### src/rtl/netlist_inst_decoder_pkg.sv
// Shared types and constants for the netlist instance-line decoder.
// Keywords are packed right-aligned as the last four ASCII bytes seen.
package netlist_dec_pkg;

    typedef enum logic [2:0] {
        T_OTHER = 3'd0,
        T_R     = 3'd1,
        T_C     = 3'd2,
        T_GND   = 3'd3,
        T_PORT  = 3'd4
    } comp_type_e;

    typedef enum logic [2:0] {
        LSTART, KEYWORD, PARAMS, NAME, NETS, TAIL, SKIP, EMIT
    } state_e;

    localparam logic [7:0] CH_HASH  = 8'h23;
    localparam logic [7:0] CH_LPAR  = 8'h28;
    localparam logic [7:0] CH_RPAR  = 8'h29;
    localparam logic [7:0] CH_COMMA = 8'h2C;
    localparam logic [7:0] CH_SEMI  = 8'h3B;
    localparam logic [7:0] CH_SLASH = 8'h2F;
    localparam logic [7:0] CH_NL    = 8'h0A;
    localparam logic [7:0] CH_SPACE = 8'h20;
    localparam logic [7:0] CH_TAB   = 8'h09;

    localparam logic [31:0] KW_R    = 32'h0000_0052;
    localparam logic [31:0] KW_C    = 32'h0000_0043;
    localparam logic [31:0] KW_GND  = 32'h0047_4E44;
    localparam logic [31:0] KW_PORT = 32'h506F_7274;
    localparam logic [31:0] KW_DULE = 32'h6475_6C65;

    localparam int HASH_MULT = 31;

    function automatic logic is_blank(input logic [7:0] c);
        return (c == CH_SPACE) || (c == CH_TAB);
    endfunction

    function automatic logic is_ident(input logic [7:0] c);
        return (c >= 8'h61 && c <= 8'h7A) || (c >= 8'h41 && c <= 8'h5A) ||
               (c >= 8'h30 && c <= 8'h39) || (c == 8'h5F);
    endfunction

    function automatic comp_type_e kw_type(input logic [31:0] kw, input logic [3:0] len);
        comp_type_e t;
        t = T_OTHER;
        if (len == 4'd1 && kw == KW_R)         t = T_R;
        else if (len == 4'd1 && kw == KW_C)    t = T_C;
        else if (len == 4'd3 && kw == KW_GND)  t = T_GND;
        else if (len == 4'd4 && kw == KW_PORT) t = T_PORT;
        return t;
    endfunction

endpackage

### src/rtl/netlist_inst_decoder_if.sv
// Byte-in / record-out handshake bundle of the netlist instance decoder.
// slave is the decoder side, master is the byte source plus record consumer.
interface netlist_inst_decoder_if #(parameter int HASH_W = 16);
    import netlist_dec_pkg::*;

    logic              in_valid;
    logic [7:0]        in_data;
    logic              in_ready;
    logic              out_valid;
    logic              out_ready;
    comp_type_e        out_type;
    logic [3:0]        out_params;
    logic [3:0]        out_nets;
    logic              out_shorted;
    logic [HASH_W-1:0] out_name_hash;
    logic              out_ovf;

    modport master (
        output in_valid, in_data, out_ready,
        input  in_ready, out_valid, out_type, out_params, out_nets,
               out_shorted, out_name_hash, out_ovf
    );

    modport slave (
        input  in_valid, in_data, out_ready,
        output in_ready, out_valid, out_type, out_params, out_nets,
               out_shorted, out_name_hash, out_ovf
    );
endinterface

### src/rtl/net_name_hasher.sv
// Rolling h = h*31 + c hash of one name; clear wins over accumulate, otherwise holds.
// Single-cycle update, no flow control of its own.
module net_name_hasher
    import netlist_dec_pkg::*;
#(
    parameter int HASH_W = 16
) (
    input  logic              clk,
    input  logic              rst_n,
    input  logic              i_clr,
    input  logic              i_acc,
    input  logic [7:0]        i_chr,
    output logic [HASH_W-1:0] o_hash
);
    logic [HASH_W-1:0] r_hash;

    always_ff @(posedge clk or negedge rst_n) begin
        if (!rst_n)
            r_hash <= '0;
        else if (i_clr)
            r_hash <= '0;
        else if (i_acc)
            r_hash <= r_hash * HASH_W'(HASH_MULT) + HASH_W'(i_chr);
    end

    assign o_hash = r_hash;
endmodule

### src/rtl/netlist_inst_decoder.sv
// Decodes `Type #(params) Name(net, ...);` lines, one byte per cycle, into records; NETLIST_DEC_STATS_EN adds counters.
// Record valid the cycle after the ';' handshake; in_ready is low only while a record waits for out_ready.
module netlist_inst_decoder
    import netlist_dec_pkg::*;
#(
    parameter int HASH_W   = 16,
    parameter int MAX_NETS = 15
) (
    input  logic clk,
    input  logic rst_n,
    netlist_inst_decoder_if.slave bus
`ifdef NETLIST_DEC_STATS_EN
    ,
    output logic [15:0] stat_records,
    output logic [15:0] stat_shorted
`endif
);
    localparam logic [3:0] NETS_MAX = 4'(MAX_NETS);

    state_e            r_state, w_nxt;
    logic              r_rdy_en;
    logic [31:0]       r_kw;
    logic [3:0]        r_kw_len, r_depth, r_commas, r_params, r_nets;
    comp_type_e        r_type;
    logic              r_nonempty, r_ovf, r_short_ok, r_net_has, r_first_done;
    logic [HASH_W-1:0] r_name_hash;

    logic [7:0]        w_c;
    logic              w_fire, w_blank, w_nl, w_kw_mod;
    logic              w_cur_clr, w_cur_acc, w_fst_clr, w_fst_acc;
    logic [HASH_W-1:0] w_cur_hash, w_fst_hash;

    assign w_c      = bus.in_data;
    assign w_fire   = bus.in_valid && bus.in_ready;
    assign w_blank  = is_blank(w_c);
    assign w_nl     = (w_c == CH_NL);
    assign w_kw_mod = (r_kw == KW_DULE) && (r_kw_len == 4'd6 || r_kw_len == 4'd9);

    net_name_hasher #(.HASH_W(HASH_W)) u_cur_hash (
        .clk(clk), .rst_n(rst_n), .i_clr(w_cur_clr), .i_acc(w_cur_acc),
        .i_chr(w_c), .o_hash(w_cur_hash)
    );

    net_name_hasher #(.HASH_W(HASH_W)) u_first_hash (
        .clk(clk), .rst_n(rst_n), .i_clr(w_fst_clr), .i_acc(w_fst_acc),
        .i_chr(w_c), .o_hash(w_fst_hash)
    );

    always_ff @(posedge clk or negedge rst_n) begin
        if (!rst_n) begin
            r_state  <= LSTART;
            r_rdy_en <= 1'b0;
        end else begin
            r_state  <= w_nxt;
            r_rdy_en <= 1'b1;
        end
    end

    always_comb begin
        w_nxt     = r_state;
        w_cur_clr = 1'b0;
        w_cur_acc = 1'b0;
        w_fst_clr = 1'b0;
        w_fst_acc = 1'b0;
        if (r_state == EMIT) begin
            if (bus.out_ready) w_nxt = LSTART;
        end else if (w_fire) begin
            if (w_nl) begin
                w_nxt = LSTART;
            end else begin
                case (r_state)
                    LSTART: begin
                        if (w_c == CH_SLASH) w_nxt = SKIP;
                        else if (is_ident(w_c)) begin
                            w_nxt     = KEYWORD;
                            w_cur_clr = 1'b1;
                        end else if (!w_blank) w_nxt = SKIP;
                    end
                    KEYWORD: if (w_blank || w_c == CH_HASH) w_nxt = w_kw_mod ? SKIP : PARAMS;
                    // With no parameter block the first other byte already belongs to the name.
                    PARAMS: begin
                        if (r_depth == 4'd0) begin
                            if (!w_blank && w_c != CH_HASH && w_c != CH_LPAR) begin
                                w_nxt     = NAME;
                                w_cur_acc = 1'b1;
                            end
                        end else if (w_c == CH_RPAR && r_depth == 4'd1) w_nxt = NAME;
                    end
                    NAME: begin
                        if (w_c == CH_LPAR) begin
                            w_nxt     = NETS;
                            w_cur_clr = 1'b1;
                            w_fst_clr = 1'b1;
                        end else if (!w_blank) w_cur_acc = 1'b1;
                    end
                    NETS: begin
                        if (w_c == CH_COMMA || w_c == CH_RPAR) begin
                            w_cur_clr = 1'b1;
                            if (w_c == CH_RPAR) w_nxt = TAIL;
                        end else if (!w_blank) begin
                            w_cur_acc = 1'b1;
                            w_fst_acc = !r_first_done;
                        end
                    end
                    TAIL: begin
                        if (w_c == CH_SEMI) w_nxt = EMIT;
                        else if (!w_blank) w_nxt = SKIP;
                    end
                    default: ;
                endcase
            end
        end
    end

    always_ff @(posedge clk or negedge rst_n) begin
        if (!rst_n) begin
            r_kw <= '0;        r_kw_len <= '0;      r_type <= T_OTHER;
            r_depth <= '0;     r_commas <= '0;      r_params <= '0;
            r_nets <= '0;      r_nonempty <= 1'b0;  r_ovf <= 1'b0;
            r_short_ok <= 1'b0; r_net_has <= 1'b0;  r_first_done <= 1'b0;
            r_name_hash <= '0;
        end else if (w_fire && !w_nl) begin
            case (r_state)
                LSTART: if (is_ident(w_c)) begin
                    r_kw <= {24'd0, w_c};  r_kw_len <= 4'd1;     r_type <= T_OTHER;
                    r_depth <= '0;         r_commas <= '0;       r_params <= '0;
                    r_nets <= '0;          r_nonempty <= 1'b0;   r_ovf <= 1'b0;
                    r_short_ok <= 1'b1;    r_net_has <= 1'b0;    r_first_done <= 1'b0;
                    r_name_hash <= '0;
                end
                KEYWORD: begin
                    if (w_blank || w_c == CH_HASH) r_type <= kw_type(r_kw, r_kw_len);
                    else begin
                        r_kw <= {r_kw[23:0], w_c};
                        if (r_kw_len != 4'hF) r_kw_len <= r_kw_len + 4'd1;
                    end
                end
                // The ')' that closes the block does not count as content: `#()` is zero params.
                PARAMS: begin
                    if (r_depth != 4'd0 && !w_blank && !(w_c == CH_RPAR && r_depth == 4'd1))
                        r_nonempty <= 1'b1;
                    if (w_c == CH_LPAR) begin
                        if (r_depth != 4'hF) r_depth <= r_depth + 4'd1;
                    end else if (w_c == CH_RPAR && r_depth != 4'd0) begin
                        r_depth <= r_depth - 4'd1;
                        if (r_depth == 4'd1 && r_nonempty) begin
                            if (r_commas == 4'hF) begin
                                r_params <= 4'hF;
                                r_ovf    <= 1'b1;
                            end else r_params <= r_commas + 4'd1;
                        end
                    end else if (w_c == CH_COMMA && r_depth == 4'd1) begin
                        if (r_commas == 4'hF) r_ovf <= 1'b1;
                        else r_commas <= r_commas + 4'd1;
                    end
                end
                NAME: if (w_c == CH_LPAR) r_name_hash <= w_cur_hash;
                NETS: begin
                    if (w_c == CH_COMMA || w_c == CH_RPAR) begin
                        r_net_has <= 1'b0;
                        if (w_c == CH_COMMA || r_net_has || r_nets != 4'd0) begin
                            if (r_nets == NETS_MAX) r_ovf <= 1'b1;
                            else r_nets <= r_nets + 4'd1;
                            if (w_cur_hash != w_fst_hash) r_short_ok <= 1'b0;
                            r_first_done <= 1'b1;
                        end
                    end else if (!w_blank) r_net_has <= 1'b1;
                end
                default: ;
            endcase
        end
    end

    assign bus.in_ready      = r_rdy_en && (r_state != EMIT);
    assign bus.out_valid     = (r_state == EMIT);
    assign bus.out_type      = r_type;
    assign bus.out_params    = r_params;
    assign bus.out_nets      = r_nets;
    assign bus.out_shorted   = r_short_ok && (r_nets >= 4'd2);
    assign bus.out_name_hash = r_name_hash;
    assign bus.out_ovf       = r_ovf;

`ifdef NETLIST_DEC_STATS_EN
    logic [15:0] r_stat_rec, r_stat_sh;

    always_ff @(posedge clk or negedge rst_n) begin
        if (!rst_n) begin
            r_stat_rec <= '0;
            r_stat_sh  <= '0;
        end else if (r_state == EMIT && bus.out_ready) begin
            r_stat_rec <= r_stat_rec + 16'd1;
            if (r_short_ok && (r_nets >= 4'd2)) r_stat_sh <= r_stat_sh + 16'd1;
        end
    end

    assign stat_records = r_stat_rec;
    assign stat_shorted = r_stat_sh;
`endif
endmodule

### src/flat_wrapper.sv
// flat-port wrapper written by rule: the top's interface ports become plain ports
module netlist_inst_decoder_flat import netlist_dec_pkg::*;
#(
    parameter int HASH_W   = 16,
    parameter int MAX_NETS = 15
)
  (clk, rst_n, bus_in_valid, bus_in_data, bus_out_ready, bus_in_ready, bus_out_valid, bus_out_type, bus_out_params, bus_out_nets, bus_out_shorted, bus_out_name_hash, bus_out_ovf);
  netlist_inst_decoder_if #(.HASH_W(HASH_W)) bus_i ();
  input  logic clk;
  input  logic rst_n;
  input wire logic [$bits(bus_i.in_valid)-1:0] bus_in_valid;
  input wire logic [$bits(bus_i.in_data)-1:0] bus_in_data;
  input wire logic [$bits(bus_i.out_ready)-1:0] bus_out_ready;
  output wire logic [$bits(bus_i.in_ready)-1:0] bus_in_ready;
  output wire logic [$bits(bus_i.out_valid)-1:0] bus_out_valid;
  output wire logic [$bits(bus_i.out_type)-1:0] bus_out_type;
  output wire logic [$bits(bus_i.out_params)-1:0] bus_out_params;
  output wire logic [$bits(bus_i.out_nets)-1:0] bus_out_nets;
  output wire logic [$bits(bus_i.out_shorted)-1:0] bus_out_shorted;
  output wire logic [$bits(bus_i.out_name_hash)-1:0] bus_out_name_hash;
  output wire logic [$bits(bus_i.out_ovf)-1:0] bus_out_ovf;
  assign bus_i.in_valid = bus_in_valid;
  assign bus_i.in_data = bus_in_data;
  assign bus_i.out_ready = bus_out_ready;
  assign bus_in_ready = bus_i.in_ready;
  assign bus_out_valid = bus_i.out_valid;
  assign bus_out_type = bus_i.out_type;
  assign bus_out_params = bus_i.out_params;
  assign bus_out_nets = bus_i.out_nets;
  assign bus_out_shorted = bus_i.out_shorted;
  assign bus_out_name_hash = bus_i.out_name_hash;
  assign bus_out_ovf = bus_i.out_ovf;
  netlist_inst_decoder #(.HASH_W(HASH_W), .MAX_NETS(MAX_NETS)) u_core (.clk(clk), .rst_n(rst_n), .bus(bus_i));
endmodule
### config.mk
export PLATFORM = sky130hd
export DESIGN_NAME = netlist_inst_decoder_flat
export DESIGN_NICKNAME = d
export VERILOG_FILES = /design/src/rtl/netlist_inst_decoder_pkg.sv /design/src/rtl/netlist_inst_decoder_if.sv /design/src/rtl/net_name_hasher.sv /design/src/rtl/netlist_inst_decoder.sv /design/src/flat_wrapper.sv
export SDC_FILE = /design/constraint.sdc
export NUM_CORES = 1
export LEC_CHECK = 0
export BUFFER_PORTS_ARGS = -buffer_cell sky130_fd_sc_hd__clkbuf_2
export CORE_MARGIN = 4
export CORE_UTILIZATION = 43
export DETAILED_ROUTE_END_ITERATION = 10
export HOLD_SLACK_MARGIN = 0.03
export SLEW_MARGIN = 0
export SYNTH_ARGS = -nofsm -noshare
export SYNTH_HDL_FRONTEND = slang
export SYNTH_SLANG_ARGS = --single-unit
### constraint.sdc
create_clock -name clk -period 10.7 [get_ports clk]
set_input_delay 1.605 -clock clk [delete_from_list [all_inputs] [get_ports clk]]
set_output_delay 1.605 -clock clk [all_outputs]
set_load 0.005 [all_outputs]
# Yosys cells after proc, flatten, opt, wreduce, memory -nomap -nowiden
# Cells that the tools add are included.
# Widths: inputs -> output; s select.
classes:
  addsub: 7
  multipliers: 2
  muxes: 107
  n_reduce_logical: 60
  eq_ne: 64
  n_lt_le_gt_ge: 7
  bitwise_logic: 0
  div_mod_pow: 0
  shifts: 0
op_table:
  columns: ["cell", "n"]
  rows:
  - ["$mux 16", 6]
  - ["$mux 4", 18]
  - ["$mux 3", 22]
  - ["$eq 32x31->1 const B", 2]
  - ["$eq 32x7->1 const B", 2]
  - ["$mux 32", 2]
  - ["$pmux 32 s2", 1]
  - ["$eq 8x6->1 const B", 7]
  - ["$mux 1", 43]
  - ["$pmux 4 s2", 5]
  - ["$add 16x8->16", 2]
  - ["$eq 32x23->1 const B", 1]
  - ["$mul 16x5->16 const B", 2]
  - ["$pmux 16 s2", 1]
  - ["$ne 2x1->1 const B", 12]
  - ["$logic_and 1x1->1", 20]
  - ["$reduce_and 4->1", 5]
  - ["$pmux 3 s6", 1]
  - ["$reduce_and 6->1", 3]
  - ["$reduce_and 9->1", 2]
  - ["$add 4x1->4 const B", 4]
  - ["$eq 8x4->1 const B", 2]
  - ["$ge 8x7->1 const B", 2]
  - ["$le 8x7->1 const B", 2]
  - ["34 further kinds", 80]
totals:
  mem_count: 0
  mem_bits_rw: 0
  word_cells: 264
  latch_bits: 0
  reg_bits: 112
  out_inout_bits: 31
  romBits: 0

# Longest topological paths before layout
depth:
  word_depth: 13
  mapped_depth: 15
  mapped_depth_nobuf: 14

# Modules after synthesis
# Synthesis repeated with hierarchy kept, for this count alone.
unflattened:
  cells_unflattened: 1075
  area_unflattened_um2: 10077.2
by_module_without_submodules:
  columns: ["mod", "seq_area_each_um2", "n_inst", "area_each_um2", "cells_per_inst"]
  rows:
  - ["netlist_inst_decoder", 2001.9, 1, 4959.8, 543]
  - ["net_name_hasher at u_core.u_cur_hash", 400.4, 1, 2563.7, 266]
  - ["net_name_hasher at u_core.u_first_hash", 400.4, 1, 2553.7, 266]

# Worst setup path before layout
# Ideal clock, no wire load.
synth_path:
  path_type: "input-to-reg"
  startpoint: "input port bus_in_data[3]"
  endpoint: "register u_core.u_first_hash.r_hash[15] (netlist: u_core.u_first_hash.o_hash[15])"
  slack_ns: 5.404
  cell_stages: 15
  arrival_ns: 5.161
  path_buffers: 1
  setup_time_ns: 0.135
  path_cell_list: "clkbuf_1 inv_1 fa_1 inv_1 ha_1 inv_1 fa_1 inv_1 ha_1 a211o_1 a2111oi_0 nor2_1 o31ai_1 xnor2_1 o21ai_0"
synth_via:
  elab_chain_len: 9
synth_lines:
  columns: ["item", "line_no", "text"]
  rows:
  - ["start, declared", "flat_wrapper.sv:12", "input wire logic [$bits(bus_i.in_data)-1:0] bus_in_data;"]
  - ["$eq 8x6->1 / $eq 8x4->1 (equally long branches)", "netlist_inst_decoder_pkg.sv:36", "return (c == CH_SPACE) || (c == CH_TAB);"]
  - ["$logic_or 1x1->1", "netlist_inst_decoder_pkg.sv:36", null]
  - ["$mux 1", "netlist_inst_decoder.sv:100", "end else if (!w_blank) begin"]
  - ["$mux 1", "netlist_inst_decoder.sv:97", "if (w_c == CH_COMMA || w_c == CH_RPAR) begin"]
  - ["$mux 1", "netlist_inst_decoder.sv:71", "case (r_state)"]
  - ["$mux 1", "netlist_inst_decoder.sv:68", "if (w_nl) begin"]
  - ["$mux 1", "netlist_inst_decoder.sv:67", "end else if (w_fire) begin"]
  - ["$mux 1", "netlist_inst_decoder.sv:65", "if (r_state == EMIT) begin"]
  - ["$reduce_bool 2->1 (no source line)", null, null]
  - ["end signal, assigned", "net_name_hasher.sv:23", "r_hash <= r_hash * HASH_W'(HASH_MULT) + HASH_W'(i_chr);"]
  - ["end, declared", "net_name_hasher.sv:15", "logic [HASH_W-1:0] r_hash;"]
# Parallel ways exist; a longest one is shown, timed or not. The select of a mux whose other input is x is not followed.
# A chain may end at the register's enable or synchronous reset.

# Worst setup path in the final report
# Ends and elaborated chain as after synthesis.

==> flow_metrics.tcl <==
set metrics [dict create \
    antenna_left 0 \
    worst_clock_skew_ns 0.00749 \
    wl_met2_um 10800 \
    synthToLayoutAreaGrowth_pct 7.77 \
    drt-total-wl_um 21400 \
    worstReg2RegEnd "u_core.u_first_hash.o_hash[15]$_DFFE_PN0P_" \
    reg2reg_slack_ns 6.17 \
    syn_inst 1053 \
    tns_ns 0 \
    fmax_mhz 189 \
    layout.nets 1240 \
    crit_chain "clkbuf_2, inv_1, fa_1, inv_1, ha_1, inv_1, fa_1, inv_1, ha_1, a211o_1, a2111oi_0, nor2_1, o31ai_1, xnor2_1, o21ai_0" \
    dieArea_sq_um 25200 \
    top_layer_used "met4" \
    synth_edf_count 0 \
    cts_num_sinks 112 \
    drcViolationCount 0 \
    fin_crit_sh_pct 49.5 \
    critical_path.max_fanout 10 \
    ys_types 83 \
    fill_cells 2185 \
    async_flop_share_pct 100 \
    clockBufferDepth 2 \
    critPathMaxStageDelay_ns 0.71 \
    drt_iter0_drc 451 \
    end_kind "flop" \
    path_clk_slew_ns 0.08 \
    critPathRequiredTime_ns 10.90 \
    path_class "input port to flop" \
    wirelength_met1_um 9670 \
    finish.utilization_pct 47.6 \
    portBuffers 42 \
    grt_pass1_wl_um 36600 \
    hold_buffers 0 \
    setup_viol 0 \
    ys_seq_area_share_pct 28.7 \
    grtUsageTotal_pct 18.0 \
    hold_path.class "flop to flop" \
    yosys_most_used_dff "dfrtp_1" \
    worstMarginPinSlew_ns 1.09 \
    wl_met3_um 578 \
    fp-row-count 54 \
    grt_max_degree 74 \
    drive_gt1_share_pct 9.02 \
    cts_setup_buffers 0 \
    initial_core_util_pct 44.2 \
    via_per_inst 5.34 \
    cts_tree "done" \
    grt_overflow 0 \
    worstRegToRegCells 14 \
    antenna_cells 0 \
    status "complete, no violations" \
    htreeDepth 3 \
    postSynthAreaPerCell_sq_um 9.27 \
    fin_hold_ws_ns 0.482 \
    root_buffer "clkbuf_16" \
    post_cts_resize_count 0 \
    antenna_found_initial 0 \
    vias 7289 \
    crit_end "u_core.u_first_hash.o_hash[15]$_DFFE_PN0P_" \
    grt_pass1_vias 7163 \
    worstSkewPairLatency_ns 0.36 \
    slowest_stage "a2111oi_0" \
    final_hold_viol_count 0 \
    wl_per_cell_um 15.7 \
    cp.arrival_ns 5.50 \
    slew_headroom_pct 27.3 \
    finalCriticalPeriod_ns 5.30 \
    hpwlAfterDp_um 16400 \
    synth-seq-cells 112 \
    place_congestion 0.864 \
    synthesis.area_sq_um 9760 \
    cts_buffers 9 \
    io-pin-count 43 \
    coreArea_sq_um 22100 \
    start_kind "input port" \
    startpoint "bus_in_data[3]" \
    yosysWarningCount 0 \
    maxCapViolCount 0 \
    die_width_um 159 \
    reg2reg_from "u_core.u_first_hash.o_hash[1]$_DFFE_PN0P_" \
    drt_pre_antenna_iters 5 \
    rsz0062_at_grt "no" \
    die_y_um 159 \
    cp_common_cell "inv_1" \
    slew_viol_final 0 \
    syn-num-nets 1212 \
]
synthesized netlist by cell type, types with 26 or more instances:
master / count / area share [%]
dfrtp_1: 112 / 29
inv_1: 165 / 6.3
fa_1: 84 / 17
xor2_1: 26 / 2.3
nand2_1: 135 / 5.2
o21ai_0: 73 / 3.7
xnor2_1: 29 / 2.6
nand3_1: 27 / 1.4
ha_1: 63 / 8.1
a21oi_1: 29 / 1.5
nor2_1: 34 / 1.3
placed cells by master, fill, tap and decap left out, types with 5 or more instances in the layout:
cell	n
o21a_1	8
a21o_1	10
ha_1	63
inv_1	165
xnor2_1	29
o21ai_0	73
buf_4	9
nor3b_1	7
and2_1	5
nand3_1	27
fa_1	84
nand2_1	135
o31ai_1	11
clkbuf_16	9
mux2_2	8
nor4_1	12
and3_1	9
nor3_1	19
o21ai_1	8
a31oi_1	5
dfrtp_1	112
nand4_1	11
a21oi_1	29
nor2_1	34
nor2b_1	6
a32o_1	5
a22o_1	15
clkbuf_2	41
xor2_1	26
or3_1	10
through the flow:
stage	instances	cell area, sq um	setup slack (ns)
final	1366	10500	5.40
after global routing	1366	10500	5.04
after CTS	1366	10500	5.40
after detailed placement	1350	10200	5.02
after global placement	1350	10200	5.09
after floorplan	1053	9760	5.40
critical path, delay by kind of cell:
family	cells	cell delay, ns
AND/OR/NAND/NOR	1	0.17
buffers and inverters	5	0.47
adder cells (fa/ha/maj)	4	1.70
XOR/XNOR	1	0.15
AO/OA/AOI/OAI	4	1.40
state kept, by name (all words and copies together) (netlist names):
| register | flops |
|---|---|
| u_core.bus.out_params | 4 |
| u_core.r_kw | 32 |
| u_core.r_kw_len | 4 |
| u_core.r_nonempty | 1 |
| u_core.r_depth | 4 |
| u_core.r_net_has | 1 |
| u_core.r_commas | 4 |
| u_core.r_state | 3 |
| u_core.r_rdy_en | 1 |
| u_core.u_cur_hash.o_hash | 16 |
| u_core.bus.out_type | 3 |
| u_core.bus.out_ovf | 1 |
| u_core.bus.out_name_hash | 16 |
| u_core.r_first_done | 1 |
| u_core.u_first_hash.o_hash | 16 |
| u_core.bus.out_nets | 4 |
| u_core.r_short_ok | 1 |
worst min-delay path by stage:
stage	cells past startpoint	slack, ns	endpoint	start
finish	1	0.48	u_core.r_nonempty$_DFFE_PN0P_	u_core.r_nonempty$_DFFE_PN0P_
CTS	1	0.48	u_core.r_nonempty$_DFFE_PN0P_	u_core.r_nonempty$_DFFE_PN0P_
detailed placement	1	0.47	u_core.r_nonempty$_DFFE_PN0P_	u_core.r_nonempty$_DFFE_PN0P_
floorplan	2	0.44	u_core.r_kw[27]$_DFFE_PN0P_	u_core.r_kw[27]$_DFFE_PN0P_
global route	1	0.49	u_core.r_nonempty$_DFFE_PN0P_	u_core.r_nonempty$_DFFE_PN0P_
global placement	1	0.46	u_core.r_nonempty$_DFFE_PN0P_	u_core.r_nonempty$_DFFE_PN0P_
kinds of logic after synthesis:
family | count (synthesis) | synth area share, %
AO/OA/AOI/OAI | 213 | 15.0
XOR/XNOR | 55 | 4.94
adder cells (fa/ha/maj) | 147 | 25.3
buffers and inverters | 198 | 7.86
flip-flops | 112 | 28.7
multiplexers | 15 | 1.68
other | 1 | 0.0384
AND/OR/NAND/NOR | 312 | 16.5
metal layers:
layer	vias to the layer above	GRT usage [%]
met4	0	4.26
met1	3576	24.1
met3	25	2.58
met2	89	31.0
met5	-	0
li1	3599	-
cell type report:
| type | count | area, sq um | share of cell area [%] |
|---|---|---|---|
| multi-input combinational | 743 | 6200 | 58.9 |
| sequential | 112 | 2800 | 26.7 |
| inverter | 165 | 619 | 5.89 |
| tap | 280 | 350 | 3.33 |
| timing repair buffer | 50 | 273 | 2.59 |
| clock buffer | 11 | 233 | 2.21 |
| clock inverter | 5 | 41.3 | 0.393 |
Power is left out: the tool's default activity adds up to more than one toggle a clock period on the data nets, which glitch-free logic cannot reach.
